**config.mk**
```make
export PLATFORM = sky130hd
export DESIGN_NAME = pc_fetch_unit
export DESIGN_NICKNAME = d
export VERILOG_FILES = /design/src/rtl/pc_fetch_unit.sv
export SDC_FILE = /design/constraint.sdc
export NUM_CORES = 1
export LEC_CHECK = 0
export ABC_AREA = 1
export ABC_CLOCK_PERIOD_IN_PS = 4800
export CORE_AREA = 2 2 220 222
export CTS_CLUSTER_DIAMETER = 150
export DETAILED_ROUTE_END_ITERATION = 8
export DIE_AREA = 0 0 222 224
export DONT_BUFFER_PORTS = 1
export PLACE_DENSITY = 0.64
export SYNTH_ARGS = -nofsm -noshare
export SYNTH_HDL_FRONTEND = slang
export SYNTH_SLANG_ARGS = --single-unit
```
**constraint.sdc**
```tcl
create_clock -name clk -period 4.8 [get_ports clk]
set_clock_uncertainty 0.15 [all_clocks]
set_input_delay 0.72 -clock clk [delete_from_list [all_inputs] [get_ports clk]]
set_output_delay 0.72 -clock clk [all_outputs]
set_load 0.01 [all_outputs]
```
**src/rtl/pc_fetch_unit.sv**
```systemverilog
// rtl/pc_fetch_unit.sv - PC generator with single-outstanding fetch and 2-entry instruction buffer
// Redirects flush the buffer and turn any in-flight request into a discard.
module pc_fetch_unit #(
    parameter logic [63:0] RESET_PC   = 64'h0000_0000_0000_0000,
    parameter int          FIFO_DEPTH = 2
) (
    input  logic        clk,
    input  logic        rst_n,
    input  logic        redirect_valid,
    input  logic [63:0] redirect_pc,
    input  logic [20:0] redirect_imm,
    output logic        imem_req_valid,
    output logic [63:0] imem_req_addr,
    input  logic        imem_req_ready,
    input  logic        imem_rsp_valid,
    input  logic [31:0] imem_rsp_data,
    output logic        inst_valid,
    output logic [31:0] inst_data,
    output logic [63:0] inst_pc,
    input  logic        inst_ready,
    output logic        misalign_err
);

    typedef enum logic [1:0] {ST_RUN, ST_WAIT, ST_DRAIN} state_e;

    state_e      state_q, state_d;
    logic [63:0] fetch_pc_q, fetch_pc_d;
    logic [63:0] pend_pc_q, pend_pc_d;
    logic [31:0] buf_data_q [FIFO_DEPTH];
    logic [63:0] buf_pc_q   [FIFO_DEPTH];
    logic        rd_ptr_q, wr_ptr_q;
    logic [1:0]  count_q, count_d;
    logic        misalign_q;

    logic [63:0] target;
    logic        aligned, redir, req_hs, push, pop;

    assign target  = redirect_pc + {{43{redirect_imm[20]}}, redirect_imm};
    assign aligned = (target[1:0] == 2'b00);
    assign redir   = redirect_valid && aligned;

    // Request is masked during reset so nothing is issued while state is being cleared.
    assign imem_req_valid = rst_n && (state_q == ST_RUN) && (count_q < 2'd2);
    assign imem_req_addr  = fetch_pc_q;
    assign req_hs         = imem_req_valid && imem_req_ready;

    assign push       = (state_q == ST_WAIT) && imem_rsp_valid && !redir;
    assign inst_valid = (count_q != 2'd0) && !redir;
    assign pop        = inst_valid && inst_ready;
    assign inst_data  = buf_data_q[rd_ptr_q];
    assign inst_pc    = buf_pc_q[rd_ptr_q];
    assign misalign_err = misalign_q;

    always_comb begin
        state_d    = state_q;
        fetch_pc_d = fetch_pc_q;
        pend_pc_d  = pend_pc_q;
        unique case (state_q)
            ST_RUN: begin
                if (req_hs) begin
                    state_d    = redir ? ST_DRAIN : ST_WAIT;
                    pend_pc_d  = fetch_pc_q;
                    fetch_pc_d = fetch_pc_q + 64'd4;
                end
            end
            ST_WAIT: begin
                if (imem_rsp_valid) begin
                    state_d = ST_RUN;
                end else if (redir) begin
                    state_d = ST_DRAIN;
                end
            end
            ST_DRAIN: begin
                if (imem_rsp_valid) begin
                    state_d = ST_RUN;
                end
            end
            default: state_d = ST_RUN;
        endcase
        if (redir) begin
            fetch_pc_d = target;
        end
    end

    always_comb begin
        count_d = count_q + {1'b0, push} - {1'b0, pop};
        if (redir) begin
            count_d = 2'd0;
        end
    end

    always_ff @(posedge clk or negedge rst_n) begin
        if (!rst_n) begin
            state_q    <= ST_RUN;
            fetch_pc_q <= RESET_PC;
            pend_pc_q  <= RESET_PC;
            misalign_q <= 1'b0;
        end else begin
            state_q    <= state_d;
            fetch_pc_q <= fetch_pc_d;
            pend_pc_q  <= pend_pc_d;
            misalign_q <= redirect_valid && !aligned;
        end
    end

    always_ff @(posedge clk or negedge rst_n) begin
        if (!rst_n) begin
            rd_ptr_q <= 1'b0;
            wr_ptr_q <= 1'b0;
            count_q  <= 2'd0;
            for (int i = 0; i < FIFO_DEPTH; i++) begin
                buf_data_q[i] <= 32'd0;
                buf_pc_q[i]   <= 64'd0;
            end
        end else begin
            count_q <= count_d;
            if (redir) begin
                rd_ptr_q <= 1'b0;
                wr_ptr_q <= 1'b0;
            end else begin
                if (push) begin
                    buf_data_q[wr_ptr_q] <= imem_rsp_data;
                    buf_pc_q[wr_ptr_q]   <= pend_pc_q;
                    wr_ptr_q             <= ~wr_ptr_q;
                end
                if (pop) begin
                    rd_ptr_q <= ~rd_ptr_q;
                end
            end
        end
    end

endmodule

```
; Word-level counts from Yosys, hierarchy flattened
; Index checks and enable logic that the tools add are counted.
[totals]
regBits = 327
ram_bits = 0
mem_bits_ro = 0
wordCells = 78
mem_count = 0
input_bits = 123
latchBits = 0
[op_classes]
div = 0
n_lt_le_gt_ge = 4
shifts = 0
n_reduce_logical = 23
n_eq_ne = 5
addsub = 4
n_mul = 0
muxes = 26
bitwise = 5
[ops]
columns = operator, count
row1 = 2-to-1 mux 64 bit, 7
row2 = bitwise mux 128 bit, 1
row3 = 2-to-1 mux 32 bit, 4
row4 = adder 64 x 3 -> 64 bit (second input constant), 1
row5 = adder 64 bit, 1
row6 = bitwise mux 64 bit, 1
row7 = demux 64 bit (select 1 bit), 1
row8 = demux 32 bit (select 1 bit), 1
row9 = 2-to-1 mux 2 bit, 6
row10 = logical AND 1 bit, 10
row11 = nonzero test 2 bit, 5
row12 = one-hot mux 2 bit (3 select lines), 1
row13 = AND reduction 2 bit, 3
row14 = greater-or-equal comparator 2 bit (second input constant), 2
row15 = zero test 2 bit, 2
row16 = 2-to-1 mux 1 bit, 4
row17 = != test 2 bit (second input constant), 2
row18 = inverter 1 -> 2 bit, 2
row19 = != test 3 bit (second input constant), 1
row20 = inverter 1 bit, 3
row21 = AND reduction 3 bit, 1
row22 = adder 2 x 1 -> 2 bit, 1
row23 = == test 2 x 1 -> 1 bit (second input constant), 1
row24 = == test 2 bit (second input constant), 1
row25 = other kinds (4), 5

; Logic depth before layout (Yosys ltp)
; Gate-level depths: netlist of the first run.
[depth]
depth_word = 8
depth_mapped = 16
mapped_depth_nobuf = 16

; Least setup slack after synthesis of the first run
; OpenSTA, ideal clock, no wires.
[synth_path]
path_type = input to register
start = input port redirect_pc[0]
end = register count_q[1]
t_required_ns = 4.518
cell_stages = 13
setup_slack_ns = 1.878
setup_ns = 0.132
arrival_ns = 2.641
path_cell_list = ha_1 > fa_1 > nor2_1 > nand2_1 > inv_2 > nor2_1 > nand2_1 > inv_1 > ha_1 > inv_1 > ha_1 > xor2_1 > nor2_1
[synth_via]
elab_chain_len = 8
[synth_lines]
columns = item, line_no
row1 = from (decl), 10  ; input logic [63:0] redirect_pc,
row2 = adder 64 bit, 38  ; assign target = redirect_pc + {{43{redirect_imm[20]}}, redirect_imm};
row3 = zero test 2 bit, 39  ; assign aligned = (target[1:0] == 2'b00);
row4 = logical AND 1 bit, 40  ; assign redir = redirect_valid && aligned;
row5 = zero test 1 bit, 48  ; assign inst_valid = (count_q != 2'd0) && !redir;
row6 = logical AND 1 bit, 48
row7 = net inst_valid, 17  ; output logic inst_valid,
row8 = logical AND 1 bit, 49  ; assign pop = inst_valid && inst_ready;
row9 = subtractor 2 x 1 -> 2 bit, 86  ; count_d = count_q + {1'b0, push} - {1'b0, pop};
row10 = 2-to-1 mux 2 bit, 87  ; if (redir) begin
row11 = net count_d[1], 32  ; logic [1:0] count_q, count_d;
row12 = to (signal assigned), 116  ; count_q <= count_d;
row13 = to (decl), 32
; The timed path passes the listed nets, and every way through them passes these cells.
; A chain may end at the register's enable or synchronous reset.

; Final worst setup path of the first run
[layout_path]
start = register rd_ptr_q
end = output port inst_data[7]
[layout_via]
elab_chain_len = 4
[layout_lines]
columns = item, line_no
row1 = from (decl), 31  ; logic rd_ptr_q, wr_ptr_q;
row2 = from (signal assigned), 127  ; rd_ptr_q <= ~rd_ptr_q;
row3 = inverter 1 -> 2 bit (implied by the code), 50  ; assign inst_data = buf_data_q[rd_ptr_q];
row4 = 2-to-1 mux 32 bit (implied by the code) (3 in a row), 50
row5 = to (decl), 18  ; output logic [31:0] inst_data,
; No other way between the ends. The select of a mux whose other input is x is not followed.

==> results.md, run 1 <==
* Status: complete, but fails checks
* Failing checks: hold timing
* Multiplexer share of the synthesized area at 0.05127
* H-tree levels at 2
* VDD IR max at 0.2757 mV
* Final setup viols at 0
* CTS tree: yes
* Least-Margin Pin Slew at 1.003 ns
* Hold Crit Class: in2async
* M1 WL at 29.85 mm
* Chip width at 222 um
* Pwr/cell area at 532.8 mW/mm^2
* Final core occ at 0.4791
* Hold_ws at -0.2399 ns
* Post-CTS Repair Setup Buffers at 0
* Max-cap viol count at 0
* Layout cells sized above 1 at 0.06540
* Routed WL at 65.55 mm
* Routed length on met2 at 29.46 mm
* Via density at 5.231
* Final HPWL DP at 50.64 mm
* Data arrival, critical path at 2.44 ns
* Post-CTS sizing at 0
* Asr flop ratio synth at 1.000
* Initial antenna violation count at 0
* Clk pwr share at 0.209
* Synth Area in Simple Gates at 0.2875
* Worst endpoint required time at 3.93 ns
* Setup CP Type: reg2out
* I/O pin count at 286
* Leading cell type in the layout, fill and taps excluded: nand2_1
* Initial core utilization at 0.4453
* Placer congestion estimate at 0.9585
* Worst Path Max Fanout at 62
* DRC Markers at 0
* Average wire per standard cell at 18.15 um
* DR pass1 iterations at 7
* GRT overflow at 0
* Adder-cell share of the synthesized area at 0.04012
* CTS buffer count at 34
* Main synth FF type: dfrtp_1
* Largest net degree at the start of global routing at 329
* Syn Std Cell Area at 0.02108 mm^2
* P&R area growth vs syn at 7.578%
* Total die area at 0.04973 mm^2
* Max Used Layer: met4
* Main combinational cell family by area after synthesis: simple AND/OR/NAND/NOR gates
* Comb power frac at 0.358
* Clk_lat worst skew at 0.52 ns
* CTS max path bufs at 3
* Final period util at 0.6888
* Crit path launch type: register
* Final setup TNS at 0 ns
* Row cnt at 80
* Final Hold Fails at 327
* Post-synthesis average cell area at 6.981 um^2
* Sw Ratio at 0.4190
* Max-Slew Margin vs Limit at 0.3311
* Synthesized instance count at 3020
* Yosys Warn Count at 0
* Routed via count at 18900
* Met3 WL at 3.459 mm
* Part of the power in registers at 0.433
* Die Ht at 224 um
* RSZ-0062 raised after global routing: no
* Std-Cell Core Area at 0.04735 mm^2
* Final nets at 3166
* Vias in the first global route at 18120
* DRT antenna net count at 0
* GRT Overall Usage at 0.2636
* Synth Area in XOR/XNOR at 0.01163
* EDFF count, synth at 0
* Switch Pwr at 5.064 mW
* Register area share after synthesis at 0.3881
* Syn_nets at 3210
* Max Slew Vio Count at 0
* Crit path time final at 3.306 ns
* Internal Pwr Total at 7.021 mW
* Initial DRC count at 1523
* Cell variety after synth at 47
* ANT cells at 0
* Crit path capture type: output pin
* Root Buffer: clkbuf_16
* Peak Freq at 0.3025 GHz
* P_leak at 11.94 nW
* # port buffers at 0
* CTS clk-pin slew, worst paths at 0.06 ns
* First-pass GRT wire length at 102.7 mm
* Most frequent cells in the layout: 953 x nand2_1, 505 x inv_1, 326 x dfrtp_1
* Post-synthesis compound-gate area fraction at 0.1130
* Yosys reg bits at 327
* Sink Count at 327
-- per-layer routing --
metal	up-vias	track usage
li1	9475	-
met1	8730	0.3539
met2	571	0.4295
met3	119	0.03804
met4	0	0.1064
met5	-	0
-- power by group through the flow --
stage               logic (mW)  clock network, mW  registers, mW
global placement          4.23                  0           5.23
floorplan                 3.41                  0           4.73
detailed placement        4.30                  0           5.28
finish                    4.32               2.53           5.23
global route              4.89               2.71           5.40
CTS                       4.34               2.60           5.24
-- critical path, stage by stage (launching register included) --
cell and delay (ns):
dfrtp_4 1.02, buf_4 0.45, mux2_2 0.42
-- flip-flops by register name, indices dropped and copies added, names as in the netlist --
name	cells
buf_pc_q	128
buf_data_q	64
imem_req_addr	64
pend_pc_q	64
count_q	2
state_q	2
misalign_err	1
rd_ptr_q	1
wr_ptr_q	1
-- stage by stage --
stage	instances	power [mW]	area, um^2	hold WS (ns)	worst slack, ns
floorplan	3020	8.132	21080	0.2744	1.878
finish	3612	12.08	22680	-0.2399	1.494
global placement	3555	9.462	21630	0.2808	1.297
global route	3612	13.00	22680	-0.2714	1.366
CTS	3612	12.17	22680	-0.2678	1.440
detailed placement	3555	9.582	21630	0.2820	1.306
-- worst paths after layout --
kind                       slack, ns  depth (start not counted)               startpoint                           end
setup / recovery                1.49                          2     rd_ptr_q$_DFFE_PN0P_                  inst_data[7]
setup reg to reg                1.84                          9   state_q[1]$_DFFE_PN0P_  imem_req_addr[4]$_DFFE_PN0P_
max in group asynchronous       3.92                          0                    rst_n     buf_data_q[4]$_DFFE_PN0P_
min in group clk                0.15                          2           redirect_valid        misalign_err$_DFF_PN0_
hold reg to reg                 0.33                          2  buf_pc_q[0]$_DFFE_PN0P_       buf_pc_q[0]$_DFFE_PN0P_
hold / removal                 -0.24                          0                    rst_n    buf_data_q[26]$_DFFE_PN0P_
-- synth_stat cells (2+ instances only) --
| cell type | n | area share |
|---|---|---|
| o211ai_1 | 9 | 0.0032 |
| nand3_1 | 147 | 0.035 |
| ha_1 | 66 | 0.039 |
| nor2_4 | 7 | 0.0037 |
| o31ai_1 | 4 | 0.0014 |
| inv_1 | 506 | 0.090 |
| nand2_1 | 955 | 0.17 |
| o21ai_0 | 291 | 0.069 |
| o21a_1 | 3 | 0.0011 |
| nand2_2 | 3 | 0.00089 |
| dfrtp_1 | 327 | 0.39 |
| a31oi_1 | 7 | 0.0021 |
| a22oi_1 | 8 | 0.0028 |
| o21bai_1 | 13 | 0.0046 |
| nor2_2 | 3 | 0.00089 |
| buf_1 | 9 | 0.0016 |
| nor3_1 | 47 | 0.011 |
| o22ai_1 | 3 | 0.00089 |
| xnor2_1 | 5 | 0.0021 |
| and2_1 | 2 | 0.00059 |
| a21oi_1 | 100 | 0.024 |
| buf_2 | 22 | 0.0052 |
| a211oi_1 | 2 | 0.00071 |
| nor2_1 | 198 | 0.035 |
| mux2_2 | 96 | 0.051 |
| clkbuf_1 | 62 | 0.011 |
| nand3b_1 | 12 | 0.0043 |
| nand3_2 | 2 | 0.00095 |
| nor4_1 | 5 | 0.0015 |
| nand4_4 | 2 | 0.0020 |
| or3_1 | 2 | 0.00059 |
| nand4_1 | 42 | 0.012 |
| nor3_2 | 3 | 0.0014 |
| and3_1 | 3 | 0.00089 |
| o21ai_1 | 9 | 0.0021 |
| or2_2 | 12 | 0.0036 |
| xor2_1 | 23 | 0.0096 |
-- layout make-up --
type / instances / area, um^2
fillers: 4855 / 24660
multi-input cells: 2092 / 10640
flip-flops and latches: 327 / 8187
inverters: 508 / 1907
clock buffers: 52 / 999.7
well taps: 615 / 769.5
repair buffers: 13 / 122.6
clock inverters: 5 / 53.80
-- cells by family after synthesis --
group	Yosys count
simple gates	1449
buf+inv	601
compound gates	452
flops	327
mux	96
fa+ha+maj	67
xor+xnor	28
(Power assumes the default switching activity.)
==> inputs of run 2 (changes only) <==
- ABC_CLOCK_PERIOD_IN_PS: 4800 -> 3100
- clock period: 4.8 -> 3.1 ns (I/O delays scaled with it)
==> run 2 against run 1 <==
Compared with the run above: the flow still finishes with violations (hold timing); final cell count increased by 2.1%; clock-buffer cell count decreased by 1; design area increased by 4.0%; critical endpoint is now imem_req_addr[50]$_DFFE_PN0P_; critical path type is now reg2reg; die area unchanged; critical path depth increased by 11; highest routed layer unchanged; register-to-register slack got worse by 1.6 ns; non-clock buffer count increased by 67; worst setup slack got worse by 1.2 ns.
==> results.md, run 2 (synthesis results as in run 1) <==
* VDD IR max at 0.4114 mV
* Hold Crit Class: in2async
* Std-Cell Core Area at 0.04735 mm^2
* P&R area growth vs syn at 11.85%
* Vias in the first global route at 18450
* Initial antenna violation count at 1
* Clk_lat worst skew at 0.54 ns
* Pre-CTS setup slack at 0.2254 ns
* Leading cell type in the layout, fill and taps excluded: nand2_1
* Buffers and inverters on the worst path at 2
* RSZ-0062 raised after global routing: no
* Setup CP Type: reg2reg
* Sink Count at 327
* Critical Path Stages at 13
* GRT Overall Usage at 0.2787
* H-tree levels at 2
* Fillers at 4770
* DR pass1 iterations at 6
* Post-CTS sizing at 0
* Crit path time final at 2.816 ns
* P_leak at 12.38 nW
* CTS tree: yes
* CTS max path bufs at 3
* Final setup viols at 0
* Final period util at 0.9083
* CP cell instances: ha_1 -> nand2_1 -> nor2_4 -> nand2_1 -> inv_1 -> nand4_1 -> nor2_1 -> and3_1 -> nand2_1 -> nand2_1 -> nand3_1 -> nand2_1 -> inv_1
* First-pass GRT wire length at 107.6 mm
* Total die area at 0.04973 mm^2
* Max reg flops at 128
* Least-Margin Pin Slew at 0.6593 ns
* Worst path most repeated cell: nand2_1
* CP peak stage delay at 0.55 ns
* CTS clk-pin slew, worst paths at 0.06 ns
* CTS buffer count at 37
* Crit path capture type: register
* DRC Markers at 0
* DRT antenna net count at 0
* R2R cell count at 13
* Pwr/cell area at 838.4 mW/mm^2
* Setup ws final at 0.2842 ns
* Initial DRC count at 1298
* Max Slew Vio Count at 0
* # hold bufs at CTS at 34
* Failing checks: hold timing
* Max-cap viol count at 0
* CP max-delay cell: dfrtp_1
* Via density at 5.229
* Peak Freq at 0.3551 GHz
* Initial core utilization at 0.4453
* Hold_ws at -0.5247 ns
* Final Hold Fails at 327
* Worst endpoint required time at 3.38 ns
* Largest register by flop count: buf_pc_q
* Crit path launch type: register
* I/O pin count at 286
* Routed WL at 69.94 mm
* Post-CTS Repair Setup Buffers at 0
* Average wire per standard cell at 18.96 um
* Layout cells sized above 1 at 0.07940
* Data arrival, critical path at 3.09 ns
* Die Ht at 224 um
* Most frequent cells in the layout: 953 x nand2_1, 505 x inv_1, 326 x dfrtp_1
* Cell family with most CP delay: simple AND/OR/NAND/NOR gates
* Status: complete, but fails checks
* ANT cells at 0
* GRT overflow at 0
* Chip width at 222 um
* Max-Slew Margin vs Limit at 0.5604
* Final nets at 3236
* Row cnt at 80
* Placer congestion estimate at 0.9837
* Final HPWL DP at 53.91 mm
* Final setup TNS at 0 ns
* Routed via count at 19290
* # port buffers at 0
* Root Buffer: clkbuf_16
* Worst Path Max Fanout at 5
* Largest net degree at the start of global routing at 329
## run 2: path summary, 6_finish.rpt
path	start	to	slack, ns
max in group asynchronous	rst_n	buf_data_q[1]$_DFFE_PN0P_	2.83
hold reg to reg	buf_pc_q[34]$_DFFE_PN0P_	buf_pc_q[34]$_DFFE_PN0P_	0.33
min in group clk	imem_rsp_valid	state_q[1]$_DFFE_PN0P_	0.03
setup reg to reg	imem_req_addr[2]$_DFFE_PN0P_	imem_req_addr[50]$_DFFE_PN0P_	0.28
hold / removal	rst_n	buf_data_q[58]$_DFFE_PN0P_	-0.52
setup / recovery	imem_req_addr[2]$_DFFE_PN0P_	imem_req_addr[50]$_DFFE_PN0P_	0.28
## run 2: cell type report
type | count | area [um^2] | share of cell area
timing repair buffer | 80 | 785.8 | 0.03332
clock inverter | 15 | 210.2 | 0.008914
sequential | 327 | 8187 | 0.3472
multi-input combinational | 2092 | 10640 | 0.4513
tap | 615 | 769.5 | 0.03263
inverter | 508 | 1907 | 0.08086
clock buffer | 51 | 1080 | 0.04579
## run 2: stage by stage
| step | instances | total power [mW] | util | instance area (um^2) |
|---|---|---|---|---|
| global placement | 3588 | 14.95 | 0.4636 | 21950 |
| detailed placement | 3588 | 15.13 | 0.4636 | 21950 |
| CTS | 3688 | 19.86 | 0.4981 | 23580 |
| global route | 3688 | 21.14 | 0.4981 | 23580 |
| finish | 3688 | 19.77 | 0.4981 | 23580 |
| floorplan | 3020 | 12.59 | - | 21080 |
## run 2: power breakdown
part           switching, mW  leakage, nW  total [mW]  internal (mW)
Sequential              1.82         4.05        7.96           6.14
Combinational           4.55         7.70        7.19           2.63
Clock                   1.83        0.633        4.62           2.79
Total                   8.21         12.4        19.8           11.6
## run 2: metal layers
layer,global-route usage,routed length (um)
met5,0,0
met4,0.08588,1982
met3,0.04171,3829
met2,0.4735,33060
met1,0.3675,31070
## run 2: worst register-to-register path, delay by kind of cell, from the launching register on
kind	cells	cell delay (ns)
buffers and inverters	2	0.21
flip-flops	1	0.55
AND/OR/NAND/NOR	10	1.59
adder cells (fa/ha/maj)	1	0.23
